--- config.mk ---
export PLATFORM = sky130hd
export DESIGN_NAME = pcie_link_stat_monitor
export DESIGN_NICKNAME = d
export VERILOG_FILES = /design/src/rtl/pcie_link_stat_monitor.sv
export SDC_FILE = /design/constraint.sdc
export NUM_CORES = 1
export LEC_CHECK = 0
export BUFFER_PORTS_ARGS = -buffer_cell sky130_fd_sc_hd__buf_4
export CORE_MARGIN = 1.5
export CORE_UTILIZATION = 40
export DETAILED_ROUTE_END_ITERATION = 7
export GPL_ROUTABILITY_DRIVEN = 0
export PLACE_DENSITY_LB_ADDON = 0.3
export RECOVER_POWER = 50
export SLEW_MARGIN = 0
export SYNTH_ARGS = -nofsm -noshare
export SYNTH_HDL_FRONTEND = slang
export SYNTH_SLANG_ARGS = --single-unit
--- constraint.sdc ---
create_clock -name clk -period 3.9 [get_ports clk]
set_clock_uncertainty 0.05 [all_clocks]
set_input_delay 0.78 -clock clk [delete_from_list [all_inputs] [get_ports clk]]
set_output_delay 0.78 -clock clk [all_outputs]
set_load 0.1 [all_outputs]
--- src/rtl/pcie_link_stat_monitor.sv ---
// rtl/pcie_link_stat_monitor.sv - PCIe link debounce and rotating statistics feeder for the debug UART
//
// Purpose:
//   Synchronises and debounces the raw XDMA link-up indication. Keeps saturating
//   28-bit statistics counters and rotates through them, presenting one tagged
//   word {tag[3:0], value[27:0]} at a time on counter_val.
//
// Optional feature macro: LINK_UPTIME_EN
//   When defined, adds slot 4 (tag 0x5): link uptime in milliseconds for the
//   current session.
//
// Ports:
//   clk          in   axi_aclk
//   rst_n        in   asynchronous active-low reset
//   lnk_up_raw   in   raw user_lnk_up, asynchronous to clk
//   rx_beat      in   one pulse per accepted RX AXIS beat
//   tx_beat      in   one pulse per accepted TX AXIS beat
//   err_pulse    in   one pulse per detected error event
//   clr_stats    in   synchronous clear of all statistics
//   link_up      out  debounced link status (registered)
//   counter_val  out  {tag, value} of the selected statistic (registered)

module pcie_link_stat_monitor #(
  parameter int unsigned CLK_FREQ        = 250_000_000,
  parameter int unsigned DEBOUNCE_CYCLES = 1024,
  parameter int unsigned DWELL_CYCLES    = 250_000_000
) (
  input  logic        clk,
  input  logic        rst_n,
  input  logic        lnk_up_raw,
  input  logic        rx_beat,
  input  logic        tx_beat,
  input  logic        err_pulse,
  input  logic        clr_stats,
  output logic        link_up,
  output logic [31:0] counter_val
);

`ifdef LINK_UPTIME_EN
  localparam int unsigned NUM_SLOTS = 5;
`else
  localparam int unsigned NUM_SLOTS = 4;
`endif
  localparam logic [2:0]  LAST_SLOT = 3'(NUM_SLOTS - 1);
  localparam logic [27:0] SAT_MAX   = 28'hFFF_FFFF;

  function automatic logic [27:0] sat_inc(input logic [27:0] v);
    return (v == SAT_MAX) ? v : v + 28'd1;
  endfunction

  // Synchroniser and debounce
  logic        lnk_s1;
  logic        lnk_s;
  logic [31:0] db_cnt;
  logic        db_hit;
  logic        link_rise;

  // The debounced level flips only after lnk_s has disagreed with it for
  // DEBOUNCE_CYCLES consecutive cycles.
  assign db_hit    = (lnk_s != link_up) && (db_cnt == 32'(DEBOUNCE_CYCLES - 1));
  assign link_rise = db_hit && lnk_s;

  always_ff @(posedge clk or negedge rst_n) begin
    if (!rst_n) begin
      lnk_s1  <= 1'b0;
      lnk_s   <= 1'b0;
      db_cnt  <= '0;
      link_up <= 1'b0;
    end else begin
      lnk_s1 <= lnk_up_raw;
      lnk_s  <= lnk_s1;
      if (lnk_s == link_up) begin
        db_cnt <= '0;
      end else if (db_hit) begin
        link_up <= lnk_s;
        db_cnt  <= '0;
      end else begin
        db_cnt <= db_cnt + 32'd1;
      end
    end
  end

  // Statistics counters; clear has priority over a coincident event
  logic [27:0] flap_cnt;
  logic [27:0] rx_cnt;
  logic [27:0] tx_cnt;
  logic [27:0] err_cnt;

  always_ff @(posedge clk or negedge rst_n) begin
    if (!rst_n) begin
      flap_cnt <= '0;
      rx_cnt   <= '0;
      tx_cnt   <= '0;
      err_cnt  <= '0;
    end else if (clr_stats) begin
      flap_cnt <= '0;
      rx_cnt   <= '0;
      tx_cnt   <= '0;
      err_cnt  <= '0;
    end else begin
      if (link_rise) flap_cnt <= sat_inc(flap_cnt);
      if (rx_beat)   rx_cnt   <= sat_inc(rx_cnt);
      if (tx_beat)   tx_cnt   <= sat_inc(tx_cnt);
      if (err_pulse) err_cnt  <= sat_inc(err_cnt);
    end
  end

`ifdef LINK_UPTIME_EN
  // Millisecond uptime of the current link session
  localparam int unsigned PS_LAST = CLK_FREQ / 1000 - 1;
  logic [31:0] ps_cnt;
  logic [27:0] up_cnt;

  always_ff @(posedge clk or negedge rst_n) begin
    if (!rst_n) begin
      ps_cnt <= '0;
      up_cnt <= '0;
    end else if (clr_stats || link_rise) begin
      // A new session starts from zero; link_up is still 0 on this edge so
      // the prescaler is already idle.
      ps_cnt <= '0;
      up_cnt <= '0;
    end else if (!link_up) begin
      // Hold the last session's uptime while the link is down.
      ps_cnt <= '0;
    end else if (ps_cnt == 32'(PS_LAST)) begin
      ps_cnt <= '0;
      up_cnt <= sat_inc(up_cnt);
    end else begin
      ps_cnt <= ps_cnt + 32'd1;
    end
  end
`else
  logic unused_clk_freq;
  assign unused_clk_freq = ^CLK_FREQ;
`endif

  // Rotation through the implemented slots
  logic [31:0] dwell_cnt;
  logic [2:0]  sel;

  always_ff @(posedge clk or negedge rst_n) begin
    if (!rst_n) begin
      dwell_cnt <= '0;
      sel       <= '0;
    end else if (dwell_cnt == 32'(DWELL_CYCLES - 1)) begin
      dwell_cnt <= '0;
      sel       <= (sel == LAST_SLOT) ? 3'd0 : sel + 3'd1;
    end else begin
      dwell_cnt <= dwell_cnt + 32'd1;
    end
  end

  // Output mux, registered every cycle so it follows live counter values
  logic [31:0] sel_val;

  always_comb begin
    sel_val = {4'h1, flap_cnt};
    case (sel)
      3'd1:    sel_val = {4'h2, rx_cnt};
      3'd2:    sel_val = {4'h3, tx_cnt};
      3'd3:    sel_val = {4'h4, err_cnt};
`ifdef LINK_UPTIME_EN
      3'd4:    sel_val = {4'h5, up_cnt};
`endif
      default: sel_val = {4'h1, flap_cnt};
    endcase
  end

  always_ff @(posedge clk or negedge rst_n) begin
    if (!rst_n) begin
      counter_val <= 32'h1000_0000;
    end else begin
      counter_val <= sel_val;
    end
  end

endmodule

==> out/metrics.yaml, run 1 <==
die:
  initial_core_util_pct: 40.7
  dieArea_um2: 29300
  die_w_um: 171
  die_y_um: 171
  core_um2: 27800
  placementRows: 61
  io_pins: 40
sta:
  hold_viol_final: 0
  rsz0062_at_grt: "false"
  relSlewSlack_pct: -76.7
  min_period_ns: 2.94
  setup_violations: 0
  drv_slew: 101
  worst_slew_pin_slew_ns: 2.65
  tns_ns: 0
  timing.final.crit_share_pct: 75.3
  hold-worst-slack_ns: 0.342
  clock.fmax_mhz: 340
cts:
  cts_buffers: 25
  clock_sinks: 213
  cts_tree: "built"
  cts_resized: 0
  clk_latency_ns: 0.53
  clkTransAtPathRegs_ns: 0.06
  cts_root_buffer: "clkbuf_16"
  cts_buffer_depth: 3
  post_cts_buffers: 0
  htreeDepth: 1
  cts_hold_buf: 0
detailed_routing:
  vias: 9419
  drt_iter0_markers: 673
  routed_via_density: 5.71
  drt-total-wl_um: 28200
  antenna_left: 0
  post_drt_wl_per_cell_um: 17.1
  drc: 0
  drt_pass1_iterations: 5
worst_hold_path:
  hold_class: "flop to flop"
yosys:
  synth_warnings: 0
  synthTopCellsByArea: "dfrtp_1 (47%), nor2_1 (4.9%), xor2_1 (3.3%)"
  synth_most_common_cell: "dfrtp_1"
  synth_ff_type: "dfrtp_1"
  seq_area_frac_synth_pct: 47.1
  syn_area_um2: 11300
  synth_seq_cells: 213
  synthesis.nets: 1257
  ys_async_sr_fraction_pct: 100
  yosysTopAreaCellShare_pct: 46.9
  synth_edf_count: 0
  synth.distinct_cells: 50
  yosys.area.top_type: "dfrtp_1"
  synthCells: 1241
  yosys-top-cells-count: "dfrtp_1 (212), nor2_1 (149), nand2_1 (100), a21oi_1 (71)"
  syn_avg_cell_area_um2: 9.12
critical_path:
  endpoint_kind: "asynchronous set/reset pin"
  crit_fanout: 101
  cp.buffers_inverters: 2
  start_kind: "primary input"
  arrival_ns: 3.49
  required_ns: 4.45
  critPathMaxStageDelay_ns: 1.83
  slowest_stage: "clkbuf_2"
  critical-path-top-cell-by-count: "clkbuf_2"
  path_cells: "clkbuf_2 -> clkbuf_2"
  path_class: "primary input to asynchronous set/reset pin"
  critPathTopFamily: "buffers and inverters"
finish:
  syn_to_final_growth_pct: 12.6
  n_antenna_cell: 0
  drive_above_1_share_pct: 10.2
  design_area_um2: 12700
  stdcell_count: 1649
  nets: 1269
flow_run:
  maxCapViolCount: 1
place:
  placedCellCount: 1604
  placed_cell_area_um2: 12000
  dpl.hpwl_um: 19200
  io_buffers: 38
status:
  status: "finished, violations left"
  failed_checks: "capacitance limit, slew limit"
power:
  leakage_nw: 5.28
  irDropWorstVdd_mv: 0.265
  power-per-cell-area_nw_per_um2: 364
grt:
  grt_pass1_vias: 8697
  grt_max_degree: 102
  gr-total-overflow: 0
  grt.total_usage_pct: 19.5
  grt_pass1_wl_um: 46000
  antenna_found_initial: 0
[worst paths after layout]
kind	from	to	slack, ns	cells past startpoint
min reg2reg	lnk_s1$_DFF_PN0_	lnk_s$_DFF_PN0_	0.34	0
max in group clk	flap_cnt[0]$_DFFE_PN0P_	flap_cnt[5]$_DFFE_PN0P_	1.05	6
max	rst_n	err_cnt[11]$_DFFE_PN0P_	0.96	2
min	lnk_s1$_DFF_PN0_	lnk_s$_DFF_PN0_	0.34	0
min in group asynchronous	rst_n	counter_val[30]$_DFF_PN0_	1.04	1
max reg2reg	flap_cnt[0]$_DFFE_PN0P_	flap_cnt[5]$_DFFE_PN0P_	1.05	6
[metrics by stage]
stage | utilization, % | power [mW] | worst slack [ns]
finish | 45.9 | 4.64 | 0.961
global route | 45.9 | 4.80 | 0.421
CTS | 45.9 | 4.71 | 1.08
detailed placement | 43.0 | 2.40 | 1.10
global placement | 43.0 | 2.40 | 1.17
floorplan | - | 2.32 | 0.780
[final cells by class]
cell class / count / area, um2
Clock buffer: 37 / 741
Fill cell: 2684 / 15000
Clock inverter: 8 / 68.8
Timing Repair Buffer: 52 / 390
Inverter: 19 / 71.3
Multi-Input combinational cell: 942 / 5670
Tap cell: 378 / 473
Sequential cell: 213 / 5330
[cells by family (layout without fill, tap and decap cells)]
logic type | Yosys count | in the layout | synth area share [%]
buf+inv | 86 | 116 | 2.90
simple gates | 588 | 588 | 27.2
fa+ha+maj | 9 | 9 | 0.995
compound gates | 236 | 236 | 12.9
flops | 213 | 213 | 47.1
xor+xnor | 85 | 85 | 6.58
other cells | 1 | 1 | 0.0331
mux | 23 | 23 | 2.24
[layer usage]
| metal | share of wire [%] | track usage (%) | routed length, um |
|---|---|---|---|
| met1 | 46 | 27.4 | 13000 |
| met5 | 0 | 0 | 0 |
| met4 | 3.7 | 7.28 | 1060 |
| met2 | 45 | 30.3 | 12700 |
| met3 | 5.1 | 2.83 | 1450 |
[layout by cell type, fill, tap and decap left out, drive strengths merged, types with 30 or more instances in the layout]
cell    instances
nand2         100
xnor2          42
clkbuf         42
o21ai          61
dfrtp         212
xor2           43
or3            31
a21oi          71
nand3          63
or4            30
nand4          57
buf            47
a22oi          49
nor2          149
[registers in the layout, summed over array words and instances (netlist names), 3 cells and up]
name / cells
sel: 3
err_cnt: 28
dwell_cnt: 32
db_cnt: 32
counter_val: 31
rx_cnt: 28
tx_cnt: 28
flap_cnt: 28
[report_power, final]
group / internal (mW) / switching, mW / leakage (nW) / total [mW]
Clock: 1.37 / 0.917 / 0.406 / 2.29
Sequential: 2.22 / 0.0140 / 2.95 / 2.23
Combinational: 0.0250 / 0.0941 / 1.93 / 0.119
Total: 3.62 / 1.03 / 5.28 / 4.64
No activity file was read; power rests on OpenSTA's default activity.
==> inputs of run 2 (changes only) <==
- clock period: 3.9 -> 2.7 ns (I/O delays scaled with it)
==> run 2 against run 1 <==
  * The flow now finishes without violations
  * Clock power is 59% higher
  * Via count is 1.2% higher
  * Largest power group unchanged
  * Worst hold slack lost 0.24 ns
  * Critical path depth rose by 3
  * Largest cell class unchanged
  * Power rose by 52%
  * Highest routed layer unchanged
  * Wire length grew 2.7%
  * Design area up 2.6%
==> out/metrics.yaml, run 2 (same netlist as run 1, synthesis figures left out) <==
status:
  status: "finished clean"
sta:
  timing.final.crit_share_pct: 95.2
  drv_slew: 0
  min_period_ns: 2.57
  hold_viol_final: 0
  setup_slack_ns: 0.129
  rsz0062_at_grt: "false"
  clock.fmax_mhz: 389
  worst_slew_pin_slew_ns: 1.23
  hold-worst-slack_ns: 0.104
  tns_ns: 0
  relSlewSlack_pct: 18.0
  setup_violations: 0
place:
  placed_cell_area_um2: 12200
  io_buffers: 38
  dpl.hpwl_um: 20200
  dpl_worst_slack_ns: 0.0472
  placedCellCount: 1630
detailed_routing:
  antenna_left: 0
  post_drt_wl_per_cell_um: 17.2
  routed_via_density: 5.67
  drt_pass1_iterations: 5
  vias: 9529
  drt-total-wl_um: 28900
  drc: 0
  drt_iter0_markers: 745
power:
  irDropWorstVdd_mv: 0.376
  leakage_nw: 5.44
  power-per-cell-area_nw_per_um2: 540
critical_path:
  arrival_ns: 2.96
  crit_fanout: 21
  path_class: "flop to flop"
  endpoint_kind: "flop"
  slowest_stage: "or3_2"
  critPathTopFamily: "simple AND/OR/NAND/NOR gates"
  required_ns: 3.09
  cp.buffers_inverters: 0
  path_cells: "xnor2_2 -> or4_1 -> or3_2 -> or3_1 -> a21oi_1"
  start_kind: "flop"
  critPathMaxStageDelay_ns: 0.65
finish:
  drive_above_1_share_pct: 12.1
  final_cell_mix: "dfrtp_1 (211), nor2_1 (149), nand2_1 (100)"
  syn_to_final_growth_pct: 15.6
  stdcell_count: 1680
  nets: 1298
  layout_commonest_cell: "dfrtp_1"
  design_area_um2: 13100
  reg.largest.list: "db_cnt: 32 flops, dwell_cnt: 32 flops, counter_val: 31 flops"
  n_antenna_cell: 0
grt:
  grt_pass1_wl_um: 48100
  grt_max_degree: 74
  grt.total_usage_pct: 20.3
  antenna_found_initial: 0
  gr-total-overflow: 0
  grt_pass1_vias: 9103
flow_run:
  maxCapViolCount: 0
die:
  io_pins: 40
  die_y_um: 171
  core_um2: 27800
  die_w_um: 171
  placementRows: 61
  dieArea_um2: 29300
  initial_core_util_pct: 40.7
cts:
  clock_sinks: 213
  cts_root_buffer: "clkbuf_16"
  cts_resized: 0
  clkTransAtPathRegs_ns: 0.06
  clk_latency_ns: 0.54
  cts_buffer_depth: 3
  cts_tree: "built"
  cts_buffers: 26
  htreeDepth: 1
  post_cts_buffers: 0
worst_hold_path:
  hold_class: "primary input to flop"
## run 2: report_power, final
| group | internal, mW | switching, mW | leakage [nW] | total [mW] |
|---|---|---|---|---|
| Clock | 2.26 | 1.38 | 0.438 | 3.65 |
| Sequential | 3.21 | 0.0190 | 2.95 | 3.23 |
| Combinational | 0.0461 | 0.141 | 2.06 | 0.187 |
| Total | 5.52 | 1.54 | 5.44 | 7.06 |
## run 2: final timing paths
kind / start / to / slack [ns] / depth (start not counted)
worst max register to register: link_up$_DFFE_PN0P_ / flap_cnt[15]$_DFFE_PN0P_ / 0.13 / 5
worst min register to register: lnk_s1$_DFF_PN0_ / lnk_s$_DFF_PN0_ / 0.33 / 0
max in group asynchronous: rst_n / rx_cnt[12]$_DFFE_PN0P_ / 0.56 / 3
min in group asynchronous: rst_n / tx_cnt[25]$_DFFE_PN0P_ / 0.50 / 2
worst min-delay path: lnk_up_raw / lnk_s1$_DFF_PN0_ / 0.10 / 1
worst max-delay path: link_up$_DFFE_PN0P_ / flap_cnt[15]$_DFFE_PN0P_ / 0.13 / 5
## run 2: layer usage
metal	GRT usage, %	vias to the layer above	part of all wire (%)
met5	0	-	0
met4	4.73	0	2.3
met3	2.60	54	4.0
met2	33.9	200	47
met1	28.0	4679	47
li1	-	4596	-
## run 2: metrics by stage
step	power, mW	util [%]
4_1_cts	7.16	47.3
5_1_grt	7.33	47.1
3_5_place_dp	3.48	44.0
2_1_floorplan	3.36	-
3_3_place_gp	3.48	44.0
6_report	7.06	47.1
## run 2: cell type report
cell class | count | area [um2]
tap | 378 | 473
sequential | 213 | 5340
multi-input combinational | 943 | 5690
fill | 2691 | 14700
inverter | 19 | 71.3
clock buffer | 34 | 722
timing repair buffer | 79 | 607
clock inverter | 14 | 181
## run 2: repair_timing
item	4_1_cts	5_1_grt
setup endpoints to repair	0	16
endpoints found under the hold margin	67	0
hold buffers	1	0
